File: config.mk
export PLATFORM = sky130hd
export DESIGN_NAME = id_ex_stage
export DESIGN_NICKNAME = d
export VERILOG_FILES = /design/src/rtl/id_ex_stage.sv
export SDC_FILE = /design/constraint.sdc
export NUM_CORES = 1
export LEC_CHECK = 0
export ABC_AREA = 0
export CORE_AREA = 2 2 129 131
export DETAILED_ROUTE_END_ITERATION = 16
export DIE_AREA = 0 0 131 133
export PLACE_DENSITY_LB_ADDON = 0.3
export SYNTH_ARGS = -nofsm -noshare
export SYNTH_HDL_FRONTEND = slang
export SYNTH_SLANG_ARGS = --single-unit
File: constraint.sdc
create_clock -name Clk -period 3.3 [get_ports Clk]
set_clock_uncertainty 0.2 [all_clocks]
set_input_delay 0.99 -clock Clk [delete_from_list [all_inputs] [get_ports Clk]]
set_output_delay 0.99 -clock Clk [all_outputs]
set_load 0.02 [all_outputs]
File: src/rtl/id_ex_stage.sv
// ID/EX pipeline register: operand forwarding at capture time, load-use stall
// with bubble insertion, branch flush and a saturating stall counter.
module id_ex_stage #(
    parameter int unsigned DATA_W = 32,
    parameter int unsigned REG_AW = 5,
    parameter int unsigned CNT_W  = 16
) (
    input  logic              Clk,
    input  logic              Reset,
    input  logic              id_valid,
    input  logic [REG_AW-1:0] id_rs,
    input  logic [REG_AW-1:0] id_rt,
    input  logic [REG_AW-1:0] id_rd,
    input  logic              id_uses_rs,
    input  logic              id_uses_rt,
    input  logic [DATA_W-1:0] id_rd1,
    input  logic [DATA_W-1:0] id_rd2,
    input  logic [DATA_W-1:0] id_imm,
    input  logic              id_reg_write,
    input  logic              id_mem_read,
    input  logic              id_mem_write,
    input  logic              id_alu_src,
    input  logic [3:0]        id_alu_op,
    input  logic              ex_fwd_we,
    input  logic [REG_AW-1:0] ex_fwd_rd,
    input  logic [DATA_W-1:0] ex_fwd_data,
    input  logic              wb_fwd_we,
    input  logic [REG_AW-1:0] wb_fwd_rd,
    input  logic [DATA_W-1:0] wb_fwd_data,
    input  logic              flush,
    output logic              stall,
    output logic              ex_valid,
    output logic [REG_AW-1:0] ex_rd,
    output logic [DATA_W-1:0] ex_op_a,
    output logic [DATA_W-1:0] ex_op_b,
    output logic [DATA_W-1:0] ex_store_data,
    output logic              ex_reg_write,
    output logic              ex_mem_read,
    output logic              ex_mem_write,
    output logic              ex_alu_src,
    output logic [3:0]        ex_alu_op,
    output logic [CNT_W-1:0]  stall_cnt
);

    localparam logic [CNT_W-1:0] CntOne = {{(CNT_W-1){1'b0}}, 1'b1};

    logic              haz;
    logic [DATA_W-1:0] fwd_a;
    logic [DATA_W-1:0] fwd_b;

    // Register 0 is hardwired to zero; EX result is younger than MEM/WB so it wins.
    function automatic logic [DATA_W-1:0] fwd(input logic [REG_AW-1:0] idx,
                                              input logic [DATA_W-1:0] rf);
        logic [DATA_W-1:0] val;
        if (idx == '0) begin
            val = '0;
        end else if (ex_fwd_we && (ex_fwd_rd == idx)) begin
            val = ex_fwd_data;
        end else if (wb_fwd_we && (wb_fwd_rd == idx)) begin
            val = wb_fwd_data;
        end else begin
            val = rf;
        end
        return val;
    endfunction

    always_comb begin
        haz   = ex_valid && ex_mem_read && (ex_rd != '0) &&
                ((id_uses_rs && (id_rs == ex_rd)) || (id_uses_rt && (id_rt == ex_rd)));
        stall = id_valid && haz && !flush;
        fwd_a = fwd(id_rs, id_rd1);
        fwd_b = fwd(id_rt, id_rd2);
    end

    always_ff @(posedge Clk) begin
        if (Reset) begin
            ex_valid      <= 1'b0;
            ex_rd         <= '0;
            ex_op_a       <= '0;
            ex_op_b       <= '0;
            ex_store_data <= '0;
            ex_reg_write  <= 1'b0;
            ex_mem_read   <= 1'b0;
            ex_mem_write  <= 1'b0;
            ex_alu_src    <= 1'b0;
            ex_alu_op     <= '0;
            stall_cnt     <= '0;
        end else if (flush || stall) begin
            ex_valid      <= 1'b0;
            ex_rd         <= '0;
            ex_op_a       <= '0;
            ex_op_b       <= '0;
            ex_store_data <= '0;
            ex_reg_write  <= 1'b0;
            ex_mem_read   <= 1'b0;
            ex_mem_write  <= 1'b0;
            ex_alu_src    <= 1'b0;
            ex_alu_op     <= '0;
            // stall is already masked by flush, so a flushed hazard is not counted
            if (stall && (stall_cnt != '1)) begin
                stall_cnt <= stall_cnt + CntOne;
            end
        end else begin
            ex_valid      <= id_valid;
            ex_rd         <= id_valid ? id_rd : '0;
            ex_reg_write  <= id_valid && id_reg_write;
            ex_mem_read   <= id_valid && id_mem_read;
            ex_mem_write  <= id_valid && id_mem_write;
            ex_alu_src    <= id_valid && id_alu_src;
            ex_alu_op     <= id_valid ? id_alu_op : 4'd0;
            ex_op_a       <= fwd_a;
            ex_op_b       <= id_alu_src ? id_imm : fwd_b;
            ex_store_data <= fwd_b;
        end
    end

endmodule

==> flow_summary.json <==
{
  "fmax_ghz": 0.307,
  "fin_crit_ps": 3260,
  "hp-class": "reg -> reg",
  "grt_max_degree": 65,
  "yosys-top-cells-count": "dfxtp_1 (126), nor2_1 (103), mux2i_1 (64), a211oi_1 (32), a222oi_1 (32)",
  "numClockSinks": 126,
  "grt_use_total_pct": 25.0,
  "syn_inst": 571,
  "setup_tns_ps": 0,
  "die-area_um2": 17400,
  "maxCapViolCount": 0,
  "yosysTopAreaCell": "dfxtp_1",
  "synth_seq_cells": 126,
  "path_delay_family": "buffers and inverters",
  "initial_core_util_pct": 34.8,
  "crit_slowest_cell": "dlygate4sd2_1",
  "required_ps": 2110,
  "final.period_utilization_pct": 98.7,
  "wl_per_cell_um": 19.5,
  "grt_overflow": 0,
  "die_x_um": 131,
  "ys_warn_count": 0,
  "cts_max_level": 4,
  "drive_gt1_share_pct": 14.2,
  "startpoint": "id_rs[1]",
  "die_y_um": 133,
  "ctsRootBufferMaster": "clkbuf_16",
  "nFillCells": 1385,
  "areaGrowthSynthToFinish_pct": 80.9,
  "drtPass1Iterations": 5,
  "grt_pass1_vias": 6013,
  "slew-limit-headroom_pct": 62.2,
  "worst_pin_slew_ps": 566,
  "post-route-util_pct": 63.0,
  "hpwl_um": 16100,
  "drt_iter0_markers": 432,
  "hold_buffers": 0,
  "ys_top_cells_by_area": "dfxtp_1 (45%), mux2i_1 (11%), nor2_1 (6.9%), mux2_2 (6.2%), a222oi_1 (5.7%)",
  "r2r_slack_ps": 950,
  "clk_path_buf_depth": 2,
  "setup_violations": 0,
  "p_leak_nw": 3.96,
  "io_pins": 328,
  "cp.arrival_ps": 2070,
  "power_density_nw_per_um2": 426,
  "max_stage_delay_ps": 250,
  "viasPerCell": 5.16,
  "met1_length_um": 9120,
  "worstSetupStartpointType": "primary input",
  "wl_met3_um": 1840,
  "status": "finished, final reports clean",
  "path_buf_inv": 2,
  "syn_avg_cell_area_um2": 9.87,
  "final_cell_area_um2": 10200,
  "dpl_cell_area_um2": 9490,
  "diodes": 0,
  "core_um2": 16200,
  "clk_latency_ps": 420,
  "crit_fanout": 2,
  "p_total_mw": 4.34,
  "r2r_start": "ex_rd[0]",
  "cts_tree": "built",
  "ys_types": 43,
  "synth_most_common_cell": "dfxtp_1",
  "syn_area_um2": 5630,
  "num_vias": 5965,
  "antenna_found_initial": 1,
  "drc_errors": 0,
  "hold_viol": 0,
  "syn_nets": 773,
  "path_cells": "dlygate4sd2_1 > xnor2_1 > nand4_1 > o22ai_4 > and2_4 > buf_6",
  "cts_buffers": 17,
  "top_layer": "met5",
  "synth_edf_count": 0,
  "ir_drop_uv": 344,
  "path_class": "in -> out",
  "routed_wl_um": 22500,
  "nets": 1126,
  "ant_nets": 0,
  "end_kind": "output port",
  "gp_congestion": 0.886,
  "ys.flop_type": "dfxtp_1",
  "portBuffers": 327,
  "report.final.slew_viol_count": 0,
  "clkTransAtPathRegs_ps": 60,
  "hp-start": "stall_cnt[11]",
  "std_cell_rows": 47,
  "met2_length_um": 10900,
  "yosysSeqAreaShare_pct": 44.8,
  "synth_top_area_share_pct": 44.8,
  "synthArstFlopShare_pct": 0,
  "grt_pass1_wl_um": 33000
}
==> stage by stage <==
step	setup slack [ps]	hold slack (ps)	cells
finish	42.4	310	1157
global route	-2.12	353	1157
CTS	1.04	310	1154
detailed placement	-733	301	1120
global placement	-700	296	1120
floorplan	146	374	571
==> metal layers <==
metal  vias to the layer above  track usage [%]
met4                         2             10.3
met1                      2811             29.4
met3                        39             6.23
met2                       296             43.1
li1                       2817                -
met5                         -                0
==> worst paths after layout <==
| check | cells after the start | to |
|---|---|---|
| min reg2reg | 2 | stall_cnt[11] |
| max | 6 | stall |
| max reg2reg | 7 | ex_op_a[29] |
| min | 2 | stall_cnt[11] |
==> flip-flops by register name (all words and copies together), names as in the netlist <==
name / count
ex_valid: 1
ex_mem_read: 1
ex_alu_op: 4
ex_rd: 5
ex_store_data: 32
stall_cnt: 16
ex_alu_src: 1
ex_op_b: 32
ex_mem_write: 1
ex_reg_write: 1
ex_op_a: 32
==> timing repair <==
item                                    4_1_cts  5_1_grt
endpoints found under the setup margin        1        2
pin swaps                                     7        9
cloned                                        0        1
gates resized for setup                      20        5
buffers inserted                              2        2
==> cells in the final DEF, fill, tap and decap left out, types with 3 or more instances in the layout <==
cell type        synthesis  routed
nand4_1                  7       7
mux2_2                  31      31
or3_1                    7       7
dlygate4sd2_1            0       7
clkdlybuf4s15_1          0       3
xnor2_1                 15      15
clkbuf_8                 0       5
a222oi_1                32      32
bufinv_16                0       3
inv_1                    3       3
o31ai_1                  3       3
o21ai_0                  7       7
nand3_1                  9       7
or4_1                    4       4
dfxtp_1                126     126
xor2_1                  19      19
mux2i_1                 64      64
buf_12                   0      10
buf_4                    0      38
clkbuf_16                0      18
and3_1                  18      16
a21oi_1                 11      11
nand3_2                  2       4
nor4_1                   4       4
clkdlybuf4s50_1          0     314
clkinvlp_4               0       4
nor2_1                 103     103
nand2_1                  8       7
a211oi_1                32      32
==> power breakdown <==
group          internal, mW  total, mW  switching (mW)
clock network          1.29       1.99           0.695
logic                 0.443      0.761           0.318
registers              1.58       1.60          0.0174
total                  3.31       4.34            1.03
==> final cells by class <==
class	count	area [um^2]	area share, %
clock buffer	24	502	4.92
clock inverter	8	129	1.26
inverter	3	11.3	0.111
multi-input combinational	400	2980	29.2
sequential	126	2520	24.8
tap	220	275	2.70
timing repair buffer	376	3770	37.0
==> cell families (layout without fill, tap and decap cells) <==
family / after synthesis / in the layout / synth area share (%)
adders and majority gates: 1 / 1 / 0.222
DFF: 126 / 126 / 44.8
muxes: 96 / 96 / 17.8
AOI/OAI and AO/OA: 95 / 95 / 13.9
xor gates and xnor gates: 34 / 34 / 5.29
and+or+nand+nor: 174 / 174 / 14.7
buffers and inverters: 45 / 411 / 3.35
==> worst reg2reg max path, delay by kind of cell, from the launching register on <==
family	cells	cell delay [ps]
AO/OA/AOI/OAI	4	990
buffers and inverters	2	390
flip-flops	1	360
AND/OR/NAND/NOR	1	320
(Power assumes the default switching activity.)
